$ cat src/rtl/alu_32_if.sv
// Operand/result bundle for alu_32: the requester drives sel/a/b, the ALU
// returns result and zero_bit.
interface alu_32_if #(
  parameter int WIDTH = 32
);
  logic [2:0]       sel;
  logic [WIDTH-1:0] a;
  logic [WIDTH-1:0] b;
  logic [WIDTH-1:0] result;
  logic             zero_bit;

  modport master (output sel, a, b, input result, zero_bit);
  modport slave  (input sel, a, b, output result, zero_bit);
endinterface

$ cat src/rtl/alu_32.sv
// 8-function ALU: seven combinational ops plus an unsigned modulo computed by a
// free-running repeated-subtraction FSM whose remainder is shown on sel=7.
module alu_32 #(
  parameter int WIDTH = 32
) (
  input  logic     clk,
  input  logic     reset,
  alu_32_if.slave  bus
);

  typedef enum logic [1:0] {
    LOAD = 2'd0,
    SUB  = 2'd1,
    DONE = 2'd2
  } mod_state_e;

  typedef enum logic [2:0] {
    OP_AND = 3'd0,
    OP_OR  = 3'd1,
    OP_XOR = 3'd2,
    OP_NOR = 3'd3,
    OP_SLT = 3'd4,
    OP_ADD = 3'd5,
    OP_SUB = 3'd6,
    OP_MOD = 3'd7
  } op_e;

  mod_state_e       state_q, state_d;
  logic [WIDTH-1:0] rem_q, rem_d;
  logic [WIDTH-1:0] la_q, la_d;
  logic [WIDTH-1:0] lb_q, lb_d;
  logic [WIDTH-1:0] result_d;

  // NOTE: state updates use non-blocking assignments so every flop samples
  // the pre-edge values of its neighbours; combinational logic uses blocking.
  always_ff @(posedge clk or posedge reset) begin
    if (reset) begin
      state_q <= LOAD;
      rem_q   <= '0;
      la_q    <= '0;
      lb_q    <= '0;
    end else begin
      state_q <= state_d;
      rem_q   <= rem_d;
      la_q    <= la_d;
      lb_q    <= lb_d;
    end
  end

  // NOTE: every output of this block is defaulted first so no path leaves a
  // signal unassigned, which would otherwise infer a latch.
  always_comb begin
    state_d = state_q;
    rem_d   = rem_q;
    la_d    = la_q;
    lb_d    = lb_q;
    unique case (state_q)
      LOAD: begin
        rem_d   = bus.a;
        la_d    = bus.a;
        lb_d    = bus.b;
        state_d = SUB;
      end
      SUB: begin
        // a mod 0 is defined as a, so a zero divisor ends immediately.
        if (lb_q == '0) begin
          state_d = DONE;
        end else if (rem_q >= lb_q) begin
          rem_d = rem_q - lb_q;
        end else begin
          state_d = DONE;
        end
      end
      DONE: begin
        if ((bus.a != la_q) || (bus.b != lb_q)) begin
          state_d = LOAD;
        end
      end
      default: state_d = LOAD;
    endcase
  end

  always_comb begin
    result_d = '0;
    unique case (op_e'(bus.sel))
      OP_AND:  result_d = bus.a & bus.b;
      OP_OR:   result_d = bus.a | bus.b;
      OP_XOR:  result_d = bus.a ^ bus.b;
      OP_NOR:  result_d = ~(bus.a | bus.b);
      OP_SLT:  result_d = {{(WIDTH-1){1'b0}}, ($signed(bus.a) < $signed(bus.b))};
      OP_ADD:  result_d = bus.a + bus.b;
      OP_SUB:  result_d = bus.a - bus.b;
      OP_MOD:  result_d = rem_q;
      default: result_d = '0;
    endcase
  end

  assign bus.result   = result_d;
  assign bus.zero_bit = (result_d == '0);

endmodule

$ cat src/flat_wrapper.sv
// flat-port wrapper written by rule: the top's interface ports become plain ports
module alu_32_flat 
#(
  parameter int WIDTH = 32
)
  (clk, reset, bus_sel, bus_a, bus_b, bus_result, bus_zero_bit);
  alu_32_if #(.WIDTH(WIDTH)) bus_i ();
  input  logic clk;
  input  logic reset;
  input wire logic [$bits(bus_i.sel)-1:0] bus_sel;
  input wire logic [$bits(bus_i.a)-1:0] bus_a;
  input wire logic [$bits(bus_i.b)-1:0] bus_b;
  output wire logic [$bits(bus_i.result)-1:0] bus_result;
  output wire logic [$bits(bus_i.zero_bit)-1:0] bus_zero_bit;
  assign bus_i.sel = bus_sel;
  assign bus_i.a = bus_a;
  assign bus_i.b = bus_b;
  assign bus_result = bus_i.result;
  assign bus_zero_bit = bus_i.zero_bit;
  alu_32 #(.WIDTH(WIDTH)) u_core (.clk(clk), .reset(reset), .bus(bus_i));
endmodule
$ cat config.mk
export PLATFORM = sky130hd
export DESIGN_NAME = alu_32_flat
export DESIGN_NICKNAME = d
export VERILOG_FILES = /design/src/rtl/alu_32_if.sv /design/src/rtl/alu_32.sv /design/src/flat_wrapper.sv
export SDC_FILE = /design/constraint.sdc
export NUM_CORES = 1
export LEC_CHECK = 0
export ABC_AREA = 1
export BUFFER_PORTS_ARGS = -buffer_cell sky130_fd_sc_hd__clkbuf_2
export CAP_MARGIN = 20
export CORE_ASPECT_RATIO = 0.75
export CORE_MARGIN = 2
export CORE_UTILIZATION = 68
export CTS_CLUSTER_DIAMETER = 200
export DETAILED_ROUTE_END_ITERATION = 6
export GPL_ROUTABILITY_DRIVEN = 0
export PLACE_DENSITY = 0.92
export SLEW_MARGIN = 40
export SYNTH_ARGS = -nofsm -noshare
export SYNTH_HDL_FRONTEND = slang
export SYNTH_SLANG_ARGS = --single-unit
export TNS_END_PERCENT = 10
$ cat constraint.sdc
create_clock -name clk -period 7.85 [get_ports clk]
set_input_delay 0 -clock clk [delete_from_list [all_inputs] [get_ports clk]]
set_output_delay 0 -clock clk [all_outputs]
set_load 0.005 [all_outputs]
After elaboration in Yosys (flattened, before gate mapping)
Cells that the tools add are included.
{ "totals": {"regBits": 98, "out_inout_bits": 33, "elab_cells": 44} }
{ "op_classes": {"add_sub_neg": 3, "order_cmp": 2, "eq_ne": 15, "n_mux": 8, "bitwise_logic": 4, "n_reduce_logical": 8} }
{ "op_table": {"columns": ["op", "n"], "rows": [
  ["32-bit one-hot mux with 8 select lines", 1],
  ["32-bit logical NOT", 2],
  ["32-bit two-way mux", 2],
  ["32-bit != test", 2],
  ["32-bit one-hot mux with 2 select lines", 1],
  ["32-bit subtractor", 2],
  ["32-bit adder", 1],
  ["32-bit AND", 1],
  ["32-bit >= comparator", 1],
  ["32-bit < comparator", 1],
  ["32-bit NOT", 1],
  ["32-bit bitwise OR", 1],
  ["32-bit bitwise XOR", 1],
  ["3-bit == test (second input constant)", 4],
  ["3-bit by 2-bit == test with 1-bit output (second input constant)", 2],
  ["2-bit two-way mux", 3],
  ["2-bit one-hot mux with 3 select lines", 1],
  ["2-bit by 1-bit != test with 1-bit output (second input constant)", 2],
  ["3-bit by 1-bit == test with 1-bit output (second input constant)", 1],
  ["3-bit logical NOT", 1],
  ["3-bit by 2-bit != test with 1-bit output (second input constant)", 1],
  ["3-bit AND reduction", 1],
  ["2-bit by 1-bit == test with 1-bit output (second input constant)", 1],
  ["2-bit == test (second input constant)", 1],
  ["5 further kinds", 5]
]} }

Longest topological paths before layout
{ "depth": {"depth_word": 4, "mapped_depth": 22} }

Worst setup path before layout
No wires, ideal clock.
{ "synth_timing": {"path_type": "reg-to-reg", "from": "register u_core.lb_q[0]", "to": "register u_core.rem_q[4]", "setup_time_ns": 0.082, "arrival_ns": 2.205, "required_ns": 7.768, "setup_slack_ns": 5.563, "path_stages_with_launch": 13, "n_path_buf": 1, "period_less_slack_ns": 2.287, "cell_sequence": "dfrtp_1 > ha_1 > fa_1 > o21ai_1 > a21oi_1 > o21ai_2 > nand2_1 > nand3_1 > o211ai_4 > nand2_2 > buf_4 > nor2_1 > a31oi_1"} }
{ "synth_between": {"elab_chain_cells": 4} }
{ "synth_lines": {"columns": ["element", "line", "source"], "rows": [
  ["start: declaration", "alu_32.sv:31", "logic [WIDTH-1:0] lb_q, lb_d;"],
  ["start signal: assignment", "alu_32.sv:46", "lb_q <= lb_d;"],
  ["32-bit subtractor", "alu_32.sv:69", "rem_d = rem_q - lb_q;"],
  ["32-bit two-way mux", "alu_32.sv:68", "end else if (rem_q >= lb_q) begin"],
  ["32-bit two-way mux", "alu_32.sv:66", "if (lb_q == '0) begin"],
  ["32-bit one-hot mux with 2 select lines", "alu_32.sv:57", "unique case (state_q)"],
  ["end signal: assignment", "alu_32.sv:44", "rem_q <= rem_d;"],
  ["end: declaration", "alu_32.sv:29", "logic [WIDTH-1:0] rem_q, rem_d;"]
]} }
Several ways; a longest one is shown, not always the timed one. The select of a mux whose other input is x is not followed.
A chain may end at the register's enable or synchronous reset.

Final worst setup path
{ "layout_timing": {"from": "input port bus_b[21]", "to": "output port bus_zero_bit"} }
{ "layout_between": {"elab_chain_cells": 4} }
{ "layout_lines": {"columns": ["element", "line", "source"], "rows": [
  ["start: declaration", "flat_wrapper.sv:12", "input wire logic [$bits(bus_i.b)-1:0] bus_b;"],
  ["branches (longest 2 deep; another with 32-bit subtractor)", null, null],
  ["32-bit one-hot mux with 8 select lines (*)", "alu_32.sv:85", "unique case (op_e'(bus.sel))"],
  ["32-bit logical NOT (*)", "alu_32.sv:99", "assign bus.zero_bit = (result_d == '0);"],
  ["end: declaration", "flat_wrapper.sv:14", "output wire logic [$bits(bus_i.zero_bit)-1:0] bus_zero_bit;"]
]} }
Mark *: on every way between the ends.

==> summary.txt <==
Die ar. -> 21500 sq um
Achievable clock frequency -> 269 MHz
Crit path launch type -> primary input
Row count -> 45
# fillers -> 1640
P per Cell Area -> 306 nW/um^2
Clock Power Share -> 9.7%
Synthesized Nets -> 2577
Sw Pwr -> 2.59 mW
Final TNS setup -> 0 ps
Starting density of the core -> 68.7%
Worst setup path class -> primary input to output port
Comb power frac -> 68.7%
HPWL after DPL -> 39.0 mm
Yosys warns -> 0
Share of flip-flops with an asynchronous set or reset -> 100%
Status -> finished with violations
H-tree depth -> 3
RSZ-0062 raised after global routing -> no
Synth area leader -> nand2_1
Clock Pin Slew Worst Setup and Hold Paths -> 70 ps
Critical Path AT -> 3720 ps
First-pass GRT wire length -> 79.6 mm
Final hold viol count -> 0
Minimum clock period -> 3720 ps
Nets -> 2671
P_int -> 2.02 mW
Distinct cells, synth -> 52
Grt total ovfl -> 0
Cells after Synth -> 2372
Clock Root Buffer -> clkbuf_16
Post-synth EDFFs -> 0
Synth top area share -> 20.4%
Maximum clock path buffer count -> 2
Data required time of the critical path -> 7850 ps
Main flop type after synthesis -> dfrtp_1
Sequential cell area fraction in the yosys report -> 17.8%
Sw Share -> 56.3%
Drt pass-1 iters -> 7
Antenna violations before repair -> 3
Core area -> 20100 sq um
Port bufs -> 101
GR Util All Layers -> 47.3%
WL per Instance -> 19.0 um
R2r setup slk -> 4570 ps
Slew headroom -> 50.2%
CTS Sinks -> 98
Final-report setup violation count -> 0
Setup Buffers After CTS -> 0
Die Span Y -> 127 um
Total number of vias -> 17000
Iteration-0 DRC Markers -> 3058
Largest fanout on the critical path -> 9
Area of the mapped netlist -> 13800 sq um
Clk_skew -> 12.9 ps
Number of global-route vias before repair -> 15500
Final hold slack -> 5.17 ps
TritonCTS clock tree -> done
Worst Max-Slew Pin Slew -> 744 ps
Antenna viol nets, final -> 0
VDD IR max -> 262 uV
Via density -> 6.24
Leakage -> 8.45 nW
Layout cells sized above 1 -> 7.69%
Die width -> 169 um
Final Cycle Share -> 47.4%
Ports -> 102
Failing checks -> design-rule violations
# DRC -> 8
Seq pwr share -> 21.7%
Max Transition Viols Final -> 0
#FFs+latches synth -> 98
Inserted Clock Buffers -> 9
Mapped Avg Cell Area -> 5.82 sq um
Hold Crit Class -> primary input to flip-flop
Max-cap violations -> 0
Synthesis-to-finish area growth -> 9.23%
Largest net degree at the start of global routing -> 97
Total wire length -> 51.8 mm
Synth area leaders -> nand2_1 (20%), dfrtp_1 (18%), ha_1 (12%)
Setup crit end kind -> output port
Skew-Pair Late Insertion Delay -> 360 ps
-- critical path: stages --
cell and delay, ps:
dlygate4sd3_1 550, clkbuf_2 190, inv_1 100, ha_1 550
nand2_1 170, nor2_1 270, and2_1 270, and2_1 150
nand2_1 150, nand2_1 110, nand2_1 50, nand3_1 80
nand4_1 190, nor2_1 140, nand2_1 60, nor2_1 290
nand2_1 150, nor2_1 110, clkbuf_2 120
-- synth_stat cells, types with 3 or more instances --
| library cell | count |
|---|---|
| nand2_1 | 750 |
| inv_1 | 426 |
| nor2_1 | 184 |
| o21ai_0 | 158 |
| nand3_1 | 154 |
| ha_1 | 133 |
| a21oi_1 | 105 |
| dfrtp_1 | 98 |
| nand4_1 | 42 |
| nor4_1 | 27 |
| clkbuf_1 | 26 |
| xor2_1 | 21 |
| buf_4 | 18 |
| a31oi_1 | 17 |
| buf_2 | 17 |
| o22ai_1 | 17 |
| nor3_1 | 15 |
| a211oi_1 | 14 |
| inv_2 | 13 |
| nor2_2 | 13 |
| o21bai_1 | 11 |
| or2_2 | 11 |
| xnor2_1 | 10 |
| a221oi_1 | 9 |
| o221ai_1 | 9 |
| and2_1 | 8 |
| nand2_2 | 8 |
| a21o_1 | 7 |
| o211ai_1 | 7 |
| nand3_2 | 4 |
| nor3_2 | 4 |
| o21a_1 | 4 |
| a21boi_0 | 3 |
| fa_1 | 3 |
| nand3b_1 | 3 |
-- area by class of cell --
type / count / area (sq um) / area share [%]
clock inverters: 7 / 60.1 / 0.398
well taps: 258 / 323 / 2.14
diodes: 2 / 5.00 / 0.0332
inverters: 440 / 1650 / 11.0
repair buffers: 149 / 978 / 6.49
clock buffers: 9 / 225 / 1.49
multi-input cells: 1768 / 9380 / 62.2
flip-flops and latches: 98 / 2450 / 16.3
-- power groups by stage --
stage / Clock [mW] / Combinational, mW / Sequential (mW)
floorplan: 0 / 2.23 / 0.917
global placement: 0 / 2.83 / 0.969
detailed placement: 0 / 2.96 / 0.986
CTS: 0.443 / 3.00 / 0.982
global route: 0.463 / 3.45 / 1.02
finish: 0.446 / 3.17 / 0.999
-- path summary, 6_finish.rpt --
check / end / depth (start not counted) / from
max: bus_zero_bit / 19 / bus_b[21]
min: u_core.lb_q[15]$_DFFE_PP0P_ / 3 / bus_b[15]
max reg2reg: u_core.rem_q[14]$_DFFE_PP0P_ / 11 / u_core.lb_q[0]$_DFFE_PP0P_
min reg2reg: u_core.la_q[28]$_DFFE_PP0P_ / 2 / u_core.la_q[28]$_DFFE_PP0P_
max in group asynchronous: u_core.lb_q[0]$_DFFE_PP0P_ / 4 / reset
min in group asynchronous: u_core.rem_q[27]$_DFFE_PP0P_ / 3 / reset
-- through the flow --
stage | cell area (sq um) | cells | worst slack, ps | util (%) | total power [mW]
after global routing | 15100 | 2731 | 4110 | 75.0 | 4.93
after detailed placement | 14400 | 2671 | 4450 | 71.4 | 3.94
after CTS | 15100 | 2729 | 4390 | 75.0 | 4.43
after floorplan | 13800 | 2372 | 5290 | - | 3.15
after global placement | 14300 | 2671 | 4580 | 71.4 | 3.80
final | 15100 | 2731 | 4130 | 75.0 | 4.61
-- sequential cells by signal, summed over array words and instances, names as in the netlist --
signal,count
u_core.state_q,2
u_core.lb_q,32
u_core.la_q,32
u_core.rem_q,32
-- per-layer routing --
| layer | up-vias | share of wire (%) | GRT usage (%) |
|---|---|---|---|
| li1 | 7758 | - | - |
| met1 | 7382 | 36 | 58.3 |
| met2 | 1523 | 41 | 70.7 |
| met3 | 367 | 15 | 15.4 |
| met4 | 2 | 8.3 | 32.4 |
| met5 | - | 0.014 | 0 |
-- cells in the final DEF (no fill, tap or decap), types with 9 or more instances in the layout --
cell type        n
inv_1          424
nand4_1         42
a31oi_1         17
clkbuf_2       101
o21ai_0        158
o221ai_1         9
nor2_2          12
a221oi_1         9
o21bai_1        11
xor2_1          21
nor2_1         183
or2_2           11
clkbuf_16        9
o22ai_1         17
dlygate4sd3_1   42
xnor2_1         10
inv_2           14
a21oi_1        105
nor3_1          15
nand3_1        154
nand2_1        749
a211oi_1        14
nor4_1          27
dfrtp_1         98
ha_1           133
-- kinds of logic (layout without fill, tap and decap cells) --
| group | after synthesis | after routing | share of synthesized area (%) |
|---|---|---|---|
| fa+ha+maj | 136 | 136 | 12.5 |
| xor+xnor | 31 | 31 | 1.97 |
| compound gates | 370 | 370 | 15.5 |
| simple gates | 1231 | 1231 | 37.8 |
| flops | 98 | 98 | 17.8 |
| buf+inv | 506 | 605 | 14.5 |
| other cells | 0 | 2 | 0 |
-- timing repair --
action | CTS | global route
hold buffers | 42 | 0
endpoints found under the hold margin | 70 | 0
resized for setup | 0 | 0
No activity file was read; power rests on OpenSTA's default activity.
